==> src/rtl/exe_stage.sv <==
// EX stage: operand muxing, ALU, branch target and EX/MEM register.
// Optional multi-cycle unsigned divider (DIVU/REMU) built when EXE_DIV_EN is defined.
module exe_stage (
  input  logic        clk,
  input  logic        reset,
  input  logic        ex_flush,
  input  logic        RegDst,
  input  logic        Branch,
  input  logic        MemtoReg,
  input  logic        Alusrc1,
  input  logic        Alusrc2,
  input  logic        RegWrite,
  input  logic [1:0]  MemWrite,
  input  logic [1:0]  MemRead,
  input  logic [4:0]  Aluctr,
  input  logic [4:0]  rt,
  input  logic [4:0]  rd,
  input  logic [31:0] busA,
  input  logic [31:0] busB,
  input  logic [31:0] immi1,
  input  logic [31:0] immi2,
  input  logic [31:0] pc_4,
  output logic        ex_stall,
  output logic        mem_RegWrite,
  output logic        mem_MemtoReg,
  output logic        mem_Branch,
  output logic        mem_zero,
  output logic [1:0]  mem_MemWrite,
  output logic [1:0]  mem_MemRead,
  output logic [31:0] mem_alu,
  output logic [31:0] mem_busB,
  output logic [31:0] mem_target,
  output logic [4:0]  mem_wreg
);

  localparam logic [4:0] OP_ADD  = 5'd0,  OP_SUB  = 5'd1,  OP_AND = 5'd2,  OP_OR   = 5'd3;
  localparam logic [4:0] OP_XOR  = 5'd4,  OP_NOR  = 5'd5,  OP_SLT = 5'd6,  OP_SLTU = 5'd7;
  localparam logic [4:0] OP_SLL  = 5'd8,  OP_SRL  = 5'd9,  OP_SRA = 5'd10, OP_LUI  = 5'd11;
  localparam logic [4:0] OP_DIVU = 5'd12, OP_REMU = 5'd13;

  logic [31:0] a, b, alu_res, alu_sel;
  logic        is_div;

  assign a      = Alusrc1 ? immi1 : busA;
  assign b      = Alusrc2 ? immi2 : busB;
  assign is_div = (Aluctr == OP_DIVU) || (Aluctr == OP_REMU);

  always_comb begin
    alu_res = 32'd0;
    case (Aluctr)
      OP_ADD:  alu_res = a + b;
      OP_SUB:  alu_res = a - b;
      OP_AND:  alu_res = a & b;
      OP_OR:   alu_res = a | b;
      OP_XOR:  alu_res = a ^ b;
      OP_NOR:  alu_res = ~(a | b);
      OP_SLT:  alu_res = {31'd0, $signed(a) < $signed(b)};
      OP_SLTU: alu_res = {31'd0, a < b};
      OP_SLL:  alu_res = b << a[4:0];
      OP_SRL:  alu_res = b >> a[4:0];
      OP_SRA:  alu_res = $unsigned($signed(b) >>> a[4:0]);
      OP_LUI:  alu_res = {b[15:0], 16'd0};
`ifdef EXE_DIV_EN
      // Divide by zero resolves in one cycle; non-zero divisors go through the FSM.
      OP_DIVU: alu_res = (b == 32'd0) ? 32'hFFFF_FFFF : 32'd0;
      OP_REMU: alu_res = (b == 32'd0) ? a : 32'd0;
`endif
      default: alu_res = 32'd0;
    endcase
  end

`ifdef EXE_DIV_EN
  typedef enum logic [1:0] {IDLE, BUSY, DONE} div_state_t;

  div_state_t  state;
  logic [5:0]  cnt;
  logic [31:0] quo, rem, dvs;
  logic        is_rem;
  logic        start;
  logic [32:0] r_sh, diff;

  assign start    = (state == IDLE) && is_div && (b != 32'd0);
  assign ex_stall = !reset && !ex_flush && (start || (state == BUSY));
  assign alu_sel  = (state == DONE) ? (is_rem ? rem : quo) : alu_res;

  // Restoring step: shift next dividend bit into the partial remainder, subtract if it fits.
  assign r_sh = {rem, quo[31]};
  assign diff = r_sh - {1'b0, dvs};

  always_ff @(posedge clk) begin
    if (reset || ex_flush) begin
      state  <= IDLE;
      cnt    <= 6'd0;
      quo    <= 32'd0;
      rem    <= 32'd0;
      dvs    <= 32'd0;
      is_rem <= 1'b0;
    end else begin
      case (state)
        IDLE: if (start) begin
          state  <= BUSY;
          cnt    <= 6'd32;
          quo    <= a;
          rem    <= 32'd0;
          dvs    <= b;
          is_rem <= (Aluctr == OP_REMU);
        end
        BUSY: begin
          if (diff[32]) begin
            rem <= r_sh[31:0];
            quo <= {quo[30:0], 1'b0};
          end else begin
            rem <= diff[31:0];
            quo <= {quo[30:0], 1'b1};
          end
          cnt <= cnt - 6'd1;
          if (cnt == 6'd1) state <= DONE;
        end
        DONE:    state <= IDLE;
        default: state <= IDLE;
      endcase
    end
  end
`else
  assign ex_stall = 1'b0;
  assign alu_sel  = alu_res;
`endif

  always_ff @(posedge clk) begin
    if (reset || ex_flush || ex_stall) begin
      mem_RegWrite <= 1'b0;
      mem_MemtoReg <= 1'b0;
      mem_Branch   <= 1'b0;
      mem_zero     <= 1'b0;
      mem_MemWrite <= 2'd0;
      mem_MemRead  <= 2'd0;
      mem_alu      <= 32'd0;
      mem_busB     <= 32'd0;
      mem_target   <= 32'd0;
      mem_wreg     <= 5'd0;
    end else begin
      mem_RegWrite <= RegWrite;
      mem_MemtoReg <= MemtoReg;
      mem_Branch   <= Branch;
      mem_zero     <= (a - b) == 32'd0;
      mem_MemWrite <= MemWrite;
      mem_MemRead  <= MemRead;
      mem_alu      <= alu_sel;
      mem_busB     <= busB;
      mem_target   <= pc_4 + {immi2[29:0], 2'b00};
      mem_wreg     <= RegDst ? rd : rt;
    end
  end

endmodule

==> config.mk <==
export PLATFORM = sky130hd
export DESIGN_NAME = exe_stage
export DESIGN_NICKNAME = d
export VERILOG_FILES = /design/src/rtl/exe_stage.sv
export SDC_FILE = /design/constraint.sdc
export NUM_CORES = 1
export LEC_CHECK = 0
export BUFFER_PORTS_ARGS = -buffer_cell sky130_fd_sc_hd__buf_2
export CORE_MARGIN = 4
export CORE_UTILIZATION = 35
export DETAILED_ROUTE_END_ITERATION = 10
export GPL_TIMING_DRIVEN = 0
export HOLD_SLACK_MARGIN = 0.1
export SYNTH_ARGS = -nofsm -noshare
export SYNTH_HDL_FRONTEND = slang
export SYNTH_SLANG_ARGS = --single-unit
export TNS_END_PERCENT = 5
==> constraint.sdc <==
create_clock -name clk -period 6.6 [get_ports clk]
set_input_delay 0.33 -clock clk [delete_from_list [all_inputs] [get_ports clk]]
set_output_delay 0.33 -clock clk [all_outputs]
set_load 0.02 [all_outputs]
==> qor.yml <==
setup_viol_count_final: 0
holdWs_ns: 0.141
vdd_drop_max_v: 0.000110
ys.warnings.count: 0
synth_seq_cells: 109
cts_setup_buffers: 0
final_net_count: 2511
power_leakage_nw: 7.43
final_common_cell: "buf_2"
path_cells: "buf_2 > mux2i_4 > clkinv_1 > clkbuf_1 > buf_1 > clkbuf_1 > ha_1 > fa_1 > a211oi_1 > o21ai_0 > a21o_1 > a31oi_1 > a211oi_1 > o31ai_1 > a31oi_1 > xnor2_1 > a221oi_1 > nor2_1"
start_kind: "input port"
crit_family: "compound AO/OA/AOI/OAI gates"
synth_fp_nets: 2203
routedWlPerCell_microns: 28.6
cts_resized: 0
maxCapViolations: 1
clock-sinks: 109
num_vias: 16800
p_clk_share_pct: 20.4
p_total_w: 0.00294
power.internal_w: 0.00149
ios: 298
cts_tree: "done"
gp_congestion: 1.10
synth.largest_area_cell: "dfxtp_1"
cp_num_buf_inv: 5
grt-ovfl-total: 0
async_flop_share_pct: 0
max_slew_margin_pct: -2.33
grt_pass1_wl_microns: 110000
setup_tns_ns: 0
root_buffer: "clkbuf_16"
coreArea_sq_mm: 0.0386
critPathRequiredTime_ns: 6.85
swShare_pct: 49.3
die_y_microns: 205
drt_first_iter_violations: 2331
crit_arrival_ns: 6.51
grt_max_degree: 23
vias_per_cell: 6.20
htreeDepth: 3
core.rowCount: 72
post-route-util_pct: 41.8
fin_crit_sh_pct: 94.9
final_cell_mix: "buf_2, nand2_1, nor2_1"
path_clk_slew_ns: 0.09
syn_inst: 1885
die_w_microns: 205
initial_core_util_pct: 35.3
antenna_found_initial: 0
cp_slowest_cell: "mux2i_4"
crit_fanout: 10
combPwrFrac_pct: 56.0
hold_viol: 0
dp_hpwl_microns: 64200
firstDrtPassIters: 8
clock_path_buffers: 2
portBuffers: 293
drive_above_1_share_pct: 17.0
violations: "capacitance limit, slew limit"
worst_pin_slew_ns: 1.49
die_area_sq_mm: 0.0422
drcViolationCount: 0
synth_cell_types: 84
yosysTopAreaCellShare_pct: 16.0
hold_path_class: "in2reg"
dp_slack_ns: -0.000733
hold_buffers: 0
synth_area_leaders: "dfxtp_1, ha_1, mux2i_1, a21oi_1, nand2_1"
synth_edf_count: 0
grt_setup_unrepaired: "no"
cts-buffers-inserted: 9
netlist_area_sq_mm: 0.0136
drtAntennaViolNets: 0
fmax_ghz: 0.160
crit_type: "in2reg"
seq_area_frac_synth_pct: 16.0
end_kind: "register"
setup_ws_ns: 0.339
area_delta_synth_final_pct: 18.3
status: "finished with violations"
power.density_mw_per_mm2: 182
p_sw_w: 0.00145
wirelength_microns: 77700
grt_usage_pct: 35.3
period_needed_ns: 6.26
seqPwrFrac_pct: 23.7
slowest_delay_ns: 0.52
maxSlewViolCount: 1
grt_pass1_vias: 16000
synth.avg_cell_area_sq_um: 7.23
synth_ff_type: "dfxtp_1"
## cell usage after synthesis, drive strengths merged (8+ instances only)
master	instances
dfxtp	109
nand2b	22
a21boi	9
a221oi	27
a2111oi	11
and2	54
a21o	29
inv	100
o22ai	22
mux2i	138
nor4	11
clkbuf	87
o31ai	18
nor2b	16
o21ai	125
a211oi	25
a31oi	37
xnor2	44
nand3	26
o21a	10
nand2	195
o211ai	38
and3	10
a222oi	8
xor2	22
ha	127
o21bai	16
a21oi	151
o221ai	11
a22oi	13
o2111ai	10
nor2	189
buf	35
nor3	33
## state kept, by name, summed over array words and instances (netlist names)
register      count
mem_Branch        1
mem_MemRead       2
mem_MemWrite      2
mem_MemtoReg      1
mem_RegWrite      1
mem_alu          32
mem_busB         32
mem_target       32
mem_wreg          5
mem_zero          1
## layer usage
metal	up-vias	GRT usage [%]	wire length, microns
met5	-	0	0
met4	0	14.7	3690
met3	179	7.99	8150
met2	1061	51.8	32600
met1	8127	49.5	33300
li1	7472	-	-
## per-stage QoR
step	std cells	instance area (sq um)
floorplan	1885	13600
global placement	2696	15700
detailed placement	2700	15800
CTS	2716	16100
global route	2716	16100
finish	2717	16100
## worst paths after layout
| check | from | to | slack [ns] | cells past startpoint |
|---|---|---|---|---|
| hold / removal | MemtoReg | mem_MemtoReg | 0.14 | 2 |
| setup / recovery | Alusrc1 | mem_alu[30] | 0.34 | 18 |
## cell families (layout without fill, tap and decap cells)
| family | Yosys count | after routing | share of synthesized area (%) |
|---|---|---|---|
| AO/OA/AOI/OAI | 620 | 620 | 30.2 |
| XOR/XNOR | 66 | 66 | 4.24 |
| adder cells (fa/ha/maj) | 130 | 130 | 12.1 |
| buffers and inverters | 223 | 536 | 6.40 |
| flip-flops | 109 | 109 | 16.0 |
| multiplexers | 147 | 147 | 11.2 |
| other | 1 | 2 | 0.0275 |
| AND/OR/NAND/NOR | 589 | 589 | 19.8 |
## layout make-up
class / count / area [sq um]
Timing Repair Buffer: 297 / 1510
Clock inverter: 7 / 83.8
Multi-Input combinational cell: 1553 / 10600
Antenna cell: 1 / 2.50
Fill cell: 4157 / 22400
Buffer: 122 / 493
Clock buffer: 9 / 225
Tap cell: 518 / 648
Inverter: 101 / 379
Sequential cell: 109 / 2180
## power groups by stage
stage,clock network [W],registers [W],logic [W]
finish,0.000598,0.000695,0.00164
global route,0.000639,0.000698,0.00173
CTS,0.000616,0.000695,0.00158
detailed placement,0,0.000710,0.00157
global placement,0,0.000709,0.00157
floorplan,0,0.000751,0.000958
Note: power is estimated with default switching activity, not from simulation.
